**src/rtl/comparator_arbiter.sv**
```systemverilog
// rtl/comparator_arbiter.sv - round-robin arbiter sharing one 8-bit magnitude comparator
// Three-cycle transaction: capture winner (IDLE), compare (CMP), present tagged result (RESP).

module comparator (
  input  logic [7:0] a,
  input  logic [7:0] b,
  output logic       eq,
  output logic       lt,
  output logic       gt
);

  logic hi_eq;
  logic hi_lt;
  logic lo_eq;
  logic lo_lt;

  // High nibble dominates; low nibble only breaks a high-nibble tie.
  assign hi_eq = (a[7:4] == b[7:4]);
  assign hi_lt = (a[7:4] <  b[7:4]);
  assign lo_eq = (a[3:0] == b[3:0]);
  assign lo_lt = (a[3:0] <  b[3:0]);

  assign eq = hi_eq & lo_eq;
  assign lt = hi_lt | (hi_eq & lo_lt);
  assign gt = ~eq & ~lt;

endmodule

module comparator_arbiter #(
  parameter int  NUM_REQ = 4,
  localparam int ID_W    = $clog2(NUM_REQ)
) (
  input  logic                 clk,
  input  logic                 rst_n,
  input  logic [NUM_REQ-1:0]   req,
  input  logic [NUM_REQ*8-1:0] a_in,
  input  logic [NUM_REQ*8-1:0] b_in,
  output logic [NUM_REQ-1:0]   grant,
  output logic                 busy,
  output logic                 rsp_valid,
  output logic [ID_W-1:0]      rsp_id,
  output logic                 rsp_eq,
  output logic                 rsp_lt,
  output logic                 rsp_gt
);

  localparam logic [1:0] IDLE = 2'd0;
  localparam logic [1:0] CMP  = 2'd1;
  localparam logic [1:0] RESP = 2'd2;

  logic [1:0]      state;
  logic [ID_W-1:0] ptr;
  logic [7:0]      op_a;
  logic [7:0]      op_b;
  logic [ID_W-1:0] op_id;

  logic            win_found;
  logic [ID_W-1:0] win_id;
  logic [ID_W-1:0] cand_id;
  logic [7:0]      win_a;
  logic [7:0]      win_b;

  logic            cmp_eq;
  logic            cmp_lt;
  logic            cmp_gt;

  // Search starts one past the last winner so every requester gets a turn.
  always_comb begin
    win_found = 1'b0;
    win_id    = '0;
    cand_id   = '0;
    win_a     = '0;
    win_b     = '0;
    for (int k = 1; k <= NUM_REQ; k++) begin
      cand_id = ID_W'((int'(ptr) + k) % NUM_REQ);
      if (!win_found && req[cand_id]) begin
        win_found = 1'b1;
        win_id    = cand_id;
      end
    end
    for (int i = 0; i < NUM_REQ; i++) begin
      if (win_id == ID_W'(i)) begin
        win_a = a_in[8*i +: 8];
        win_b = b_in[8*i +: 8];
      end
    end
  end

  comparator u_comparator (
    .a  (op_a),
    .b  (op_b),
    .eq (cmp_eq),
    .lt (cmp_lt),
    .gt (cmp_gt)
  );

  assign busy = (state != IDLE);

  always_ff @(posedge clk or negedge rst_n) begin
    if (!rst_n) begin
      state     <= IDLE;
      ptr       <= ID_W'(NUM_REQ - 1);
      op_a      <= '0;
      op_b      <= '0;
      op_id     <= '0;
      grant     <= '0;
      rsp_valid <= 1'b0;
      rsp_id    <= '0;
      rsp_eq    <= 1'b0;
      rsp_lt    <= 1'b0;
      rsp_gt    <= 1'b0;
    end else begin
      case (state)
        IDLE: begin
          if (win_found) begin
            op_a  <= win_a;
            op_b  <= win_b;
            op_id <= win_id;
            grant <= NUM_REQ'(1) << win_id;
            state <= CMP;
          end
        end
        CMP: begin
          grant     <= '0;
          rsp_valid <= 1'b1;
          rsp_id    <= op_id;
          rsp_eq    <= cmp_eq;
          rsp_lt    <= cmp_lt;
          rsp_gt    <= cmp_gt;
          state     <= RESP;
        end
        RESP: begin
          // rsp_id deliberately keeps its value after the pulse.
          rsp_valid <= 1'b0;
          rsp_eq    <= 1'b0;
          rsp_lt    <= 1'b0;
          rsp_gt    <= 1'b0;
          ptr       <= op_id;
          state     <= IDLE;
        end
        default: begin
          grant     <= '0;
          rsp_valid <= 1'b0;
          rsp_eq    <= 1'b0;
          rsp_lt    <= 1'b0;
          rsp_gt    <= 1'b0;
          state     <= IDLE;
        end
      endcase
    end
  end

endmodule

```
**config.mk**
```make
export PLATFORM = sky130hd
export DESIGN_NAME = comparator_arbiter
export DESIGN_NICKNAME = d
export VERILOG_FILES = /design/src/rtl/comparator_arbiter.sv
export SDC_FILE = /design/constraint.sdc
export NUM_CORES = 1
export LEC_CHECK = 0
export CAP_MARGIN = 20
export CORE_UTILIZATION = 43
export CTS_CLUSTER_DIAMETER = 80
export DETAILED_ROUTE_END_ITERATION = 6
export PLACE_DENSITY = 0.89
export SYNTH_ARGS = -nofsm -noshare
export SYNTH_HDL_FRONTEND = slang
export SYNTH_HIERARCHICAL = 1
export SYNTH_SLANG_ARGS = --single-unit
```
**constraint.sdc**
```tcl
create_clock -name clk -period 2.3 [get_ports clk]
set_input_delay 0.46 -clock clk [delete_from_list [all_inputs] [get_ports clk]]
set_output_delay 0.46 -clock clk [all_outputs]
set_load 0.005 [all_outputs]
```
==> results of run 1 <==
-- worst paths after layout --
path | startpoint | end | slack, ns | cells after the start
setup / recovery | req[1] | op_b[1] | 0.30 | 7
hold reg to reg | grant[0] | grant[0] | 0.48 | 2
max in group asynchronous | rst_n | ptr[0] | 1.40 | 2
min in group asynchronous | rst_n | grant[0] | 0.58 | 2
hold / removal | grant[0] | grant[0] | 0.48 | 2
setup reg to reg | ptr[0] | op_b[1] | 0.45 | 6
-- cells in the final DEF, fill, tap and decap left out --
| cell type | Yosys | final |
|---|---|---|
| o21ai_1 | 5 | 5 |
| dfstp_2 | 2 | 2 |
| o21ai_2 | 2 | 2 |
| nand2b_2 | 1 | 1 |
| ha_1 | 8 | 8 |
| mux2_2 | 4 | 4 |
| nor2_1 | 11 | 11 |
| o211ai_2 | 2 | 1 |
| nand4_1 | 2 | 2 |
| nor2b_1 | 3 | 3 |
| clkdlybuf4s50_1 | 0 | 80 |
| inv_1 | 12 | 12 |
| clkbuf_8 | 0 | 6 |
| buf_4 | 0 | 3 |
| mux2i_1 | 35 | 35 |
| o22ai_1 | 1 | 1 |
| buf_12 | 0 | 4 |
| a21boi_0 | 1 | 1 |
| a21oi_1 | 4 | 4 |
| o221ai_2 | 8 | 8 |
| a21boi_1 | 1 | 1 |
| nand2_1 | 25 | 25 |
| clkbuf_1 | 0 | 2 |
| nand2_4 | 1 | 1 |
| dfrtp_1 | 30 | 30 |
| o21ai_0 | 2 | 2 |
| clkinv_4 | 1 | 1 |
| nor2b_4 | 1 | 1 |
| or2_4 | 2 | 2 |
| nand2b_1 | 2 | 2 |
| o21a_1 | 1 | 1 |
| o221ai_1 | 8 | 8 |
| o211ai_4 | 0 | 1 |
| nor4_1 | 1 | 1 |
-- power breakdown --
| part | leakage [nW] | switching, mW | internal [mW] |
|---|---|---|---|
| logic | 0.897 | 0.940 | 1.09 |
| registers | 0.397 | 0.201 | 0.851 |
| clock network | 0.0455 | 0.188 | 0.244 |
| total | 1.34 | 1.33 | 2.18 |
-- routing by layer --
metal  GRT usage (%)  vias up  part of all wire [%]
li1                -      831                     -
met1            23.6      785                    42
met2            35.6       60                    52
met3            4.33        2                   6.1
met4            2.72        0                  0.38
met5               0        -                     0
-- stage by stage --
step / area [um^2] / utilization [%] / worst slack [ns] / power (mW)
final: 2970 / 66.9 / 0.305 / 3.51
after global routing: 2970 / 66.9 / 0.225 / 3.78
after floorplan: 2020 / - / 0.671 / 2.48
after CTS: 2970 / 66.9 / 0.296 / 3.55
after global placement: 2880 / 64.9 / 0.0749 / 3.01
after detailed placement: 2880 / 64.9 / 0.00415 / 3.10
-- logic make-up (layout without fill, tap and decap cells) --
family / after synthesis / count (layout) / synth area share (%)
simple gates: 49 / 49 / 11.7
buf+inv: 23 / 108 / 8.13
fa+ha+maj: 8 / 8 / 4.97
compound gates: 35 / 35 / 15.7
flops: 32 / 32 / 39.9
mux: 39 / 39 / 19.6
-- final cells by class --
cell class | instances | area share (%)
Tap cell | 52 | 2.19
Sequential cell | 32 | 27.0
Timing Repair Buffer | 87 | 30.4
Clock buffer | 8 | 3.03
Inverter | 13 | 1.81
Multi-Input combinational cell | 131 | 35.6
-- registers in the layout, summed over array words and instances, names as in the netlist, 2 cells and up --
name / count
grant: 4
op_a: 8
op_b: 8
op_id: 2
ptr: 2
rsp_id: 2
state: 2
-- tightest hold or removal path: stages, from the launching register on --
cell,delay (ns)
dfrtp_1,0.34
nand2_1,0.06
o21ai_2,0.05
==> impl_metrics.toml, run 1 <==
[logic_synthesis]
synth_top_cell_by_area = "dfrtp_1"
synthArstFlopShare_pct = 100
ys_seq_area_share_pct = 39.9
netlist_area_um2 = 2020
syn_inst = 186
synth_ff_type = "dfrtp_1"
synth-seq-cells = 32
synth_cell_types = 31
syn_nets = 264
yosysMostFrequentCell = "mux2i_1"
synthTopCellsByArea = "dfrtp_1 (37%), mux2i_1 (17%), o221ai_2 (6.0%), ha_1 (5.0%), nand2_1 (4.7%)"
synth_top_area_share_pct = 37.2
syn_avg_cell_area_um2 = 10.8
ys.warnings.count = 6
synth_commonest_cells = "mux2i_1 (35), dfrtp_1 (30), nand2_1 (25), inv_1 (12), nor2_1 (11)"
synth-edff-count = 0

[placed_design]
io_buffers = 80
dp.final_hpwl_um = 3580
finalWeightedCongestion = 0.746
dpl.cell_count = 315

[sta]
setup_tns_ns = 0
period_minus_slack_ns = 2.00
hold_violations = 0
slew_viol_final = 0
setup_viol = 0
hold_slack_ns = 0.485
slew-limit-headroom_pct = 71.3
fin_crit_sh_pct = 86.7
worst_pin_slew_ns = 0.427
max_freq_mhz = 501
rsz0062_at_grt = "no"
fin_worst_skew_ns = 0.00316

[detailed_routing]
viasPerCell = 5.20
wirelength_um = 4480
dr.pass1.iters = 6
drt-wirelength-per-cell_um = 13.9
drc = 10
vias = 1678
drt_iter0_markers = 110
final_antenna_net_count = 0

[clocking]
clkTransAtPathRegs_ns = 0.06
clockBufferDepth = 2
cts_root_buf = "clkbuf_8"
cts.sinks = 32
insertion_delay_ns = 0.27
holdBufCountCts = 0
cts_resized = 0
cts_tree = "done"
cts_setup_buffers = 0
cts_inserted_buffers = 5
h-tree-depth = 2

[setup_path]
endpoint_kind = "flip-flop"
crit_chain = "clkdlybuf4s50_1 -> nand2b_1 -> a21boi_0 -> o211ai_4 -> buf_12 -> mux2i_1 -> o221ai_2"
slowest_delay_ns = 0.53
worstSetupPathType = "in2reg"
cp.required_ns = 2.45
cpLargestDelayFamily = "buffers and inverters"
critPathArrivalTime_ns = 2.14
path_max_fanout = 17
cp-start-kind = "input pin"
slowest_stage = "clkdlybuf4s50_1"
worst-path-buf-inv = 2

[worst_hold_path]
hp-class = "reg2reg"

[cells_and_area]
fin_cells = 323
seq_area_um2 = 803
multi_input_area_um2 = 1060
drive_gt1_share_pct = 13.7
diodes = 0
nFillCells = 353
syn_to_final_growth_pct = 47.5
nets = 348

[global_route]
antenna_found_initial = 0
grt_pass1_vias = 1694
grt_pass1_wl_um = 7580
grt_usage_pct = 19.4
grt_max_degree = 33
overflow = 0

[floorplanning]
ios = 81
die_area_um2 = 4970
core_area_um2 = 4440
core.rowCount = 24
die_w_um = 70.5
dieHeight_um = 70.5
start_util_pct = 45.4

[power]
power.density_nw_per_um2 = 1180
ir_drop_uv = 512
p_leak_nw = 1.34

[flow_run]
drv_cap = 0

[run_status]
status = "finished with violations"
violations = "DRC"
Power figures use the tool's default switching activity.
==> inputs of run 2 (changes only) <==
CORE_UTILIZATION = 39   (was 43)
GPL_ROUTABILITY_DRIVEN = 0   (was not set)
PLACE_DENSITY = 0.85   (was 0.89)
clock period = 1.7 ns   (was 2.3 ns; I/O delays follow)
==> impl_metrics.toml, run 2 (synthesized netlist as in run 1, its figures left out) <==
[sta]
fin_worst_skew_ns = 0.00373
worst_pin_slew_ns = 0.328
period_minus_slack_ns = 1.72
setup_viol = 7
hold_violations = 0
max_freq_mhz = 580
slew_viol_final = 0
slew-limit-headroom_pct = 77.9
worst_slack_ns = -0.0235
fin_crit_sh_pct = 101
rsz0062_at_grt = "yes"
hold_slack_ns = 0.419

[clocking]
clockBufferDepth = 2
cts_inserted_buffers = 5
clkTransAtPathRegs_ns = 0.07
cts_tree = "done"
h-tree-depth = 2
insertion_delay_ns = 0.28
cts.sinks = 32
cts_root_buf = "clkbuf_8"

[setup_path]
critPathArrivalTime_ns = 1.88
path_max_fanout = 15
cp.required_ns = 1.86
worstSetupPathType = "reg2reg"
endpoint_kind = "flip-flop"
cp-start-kind = "flip-flop"
crit_chain = "nand2b_4 -> a21boi_4 -> o211ai_4 -> buf_12 -> buf_12 -> mux2i_2 -> o221ai_2"
cpLargestDelayFamily = "flip-flops"
worst-path-buf-inv = 2
slowest_stage = "dfstp_2"
slowest_delay_ns = 0.53
crit_top_cell = "buf_12"

[cells_and_area]
fin_cells = 348
top_regs = "op_a: 8 flops, op_b: 8 flops, grant: 4 flops"
final_common_cell = "clkdlybuf4s50_1"
seq_area_um2 = 803
syn_to_final_growth_pct = 61.1
diodes = 0
multi_input_area_um2 = 1160
final_cell_mix = "clkdlybuf4s50_1 (75), dfrtp_1 (30), nand2_1 (25), mux2i_1 (23)"
final_util_pct = 67.0
drive_gt1_share_pct = 23.8
nets = 358
nFillCells = 396

[global_route]
antenna_found_initial = 0
grt_pass1_wl_um = 7970
overflow = 0
grt_usage_pct = 19.7
grt_max_degree = 33
grt_pass1_vias = 1690

[floorplanning]
die_w_um = 73.9
core.rowCount = 25
die_area_um2 = 5460
core_area_um2 = 4850
start_util_pct = 41.6
dieHeight_um = 73.9
ios = 81

[detailed_routing]
drc = 0
viasPerCell = 5.03
drt_iter0_markers = 79
final_antenna_net_count = 0
vias = 1752
dr.pass1.iters = 4
wirelength_um = 5150
drt-wirelength-per-cell_um = 14.8

[power]
p_leak_nw = 1.43
finalPower_mw = 5.36
power.density_nw_per_um2 = 1650
ir_drop_uv = 773

[run_status]
violations = "setup timing"
status = "finished with violations"

[flow_run]
drv_cap = 0

[placed_design]
dp.final_hpwl_um = 3790
dpl.cell_count = 338
pre_cts_slack_ns = -0.466
io_buffers = 80

[worst_hold_path]
hp-class = "in2async"
run 2: what timing repair did:
action | 4_1_cts | 5_1_grt
resized for setup | 17 | 12
endpoints found under the hold margin | 0 | 0
pin swaps | 5 | 5
buffers inserted | 1 | 0
setup endpoints to repair | 21 | 19
cloned | 1 | 0
hold buffers | 0 | 0
run 2: final cells by class:
type                            count  area share (%)
Multi-Input combinational cell    131            35.6
Timing Repair Buffer               97            32.1
Sequential cell                    32            24.7
Tap cell                           67            2.58
Clock buffer                        6            2.23
Inverter                           13            1.66
Clock inverter                      2            1.08
run 2: worst paths after layout:
path	slack [ns]	cells past startpoint	endpoint	from
setup / recovery	-0.02	7	op_b[1]	ptr[0]
hold / removal	0.42	2	grant[2]	rst_n
setup reg to reg	-0.02	7	op_b[1]	ptr[0]
hold reg to reg	0.48	2	grant[0]	grant[0]
max in group asynchronous	1.04	2	ptr[0]	rst_n
min in group clk	0.48	2	grant[0]	grant[0]
run 2: report_power, final:
part,internal (mW),switching [mW],total [mW]
logic,1.82,1.46,3.27
clock network,0.435,0.274,0.709
registers,1.15,0.228,1.38
total,3.40,1.96,5.36
run 2: metrics by stage:
| stage | area (um^2) | setup TNS, ns |
|---|---|---|
| after global routing | 3250 | -1.12 |
| final | 3250 | -0.0830 |
| after global placement | 3000 | -6.88 |
| after CTS | 3190 | -0.00327 |
| after detailed placement | 3000 | -8.38 |
| after floorplan | 2020 | 0 |
run 2: layer usage:
layer  GRT usage, %  wire length (um)
met4           6.84                87
met1           25.5              2280
met3           4.39               258
met2           32.4              2520
met5              0                 0
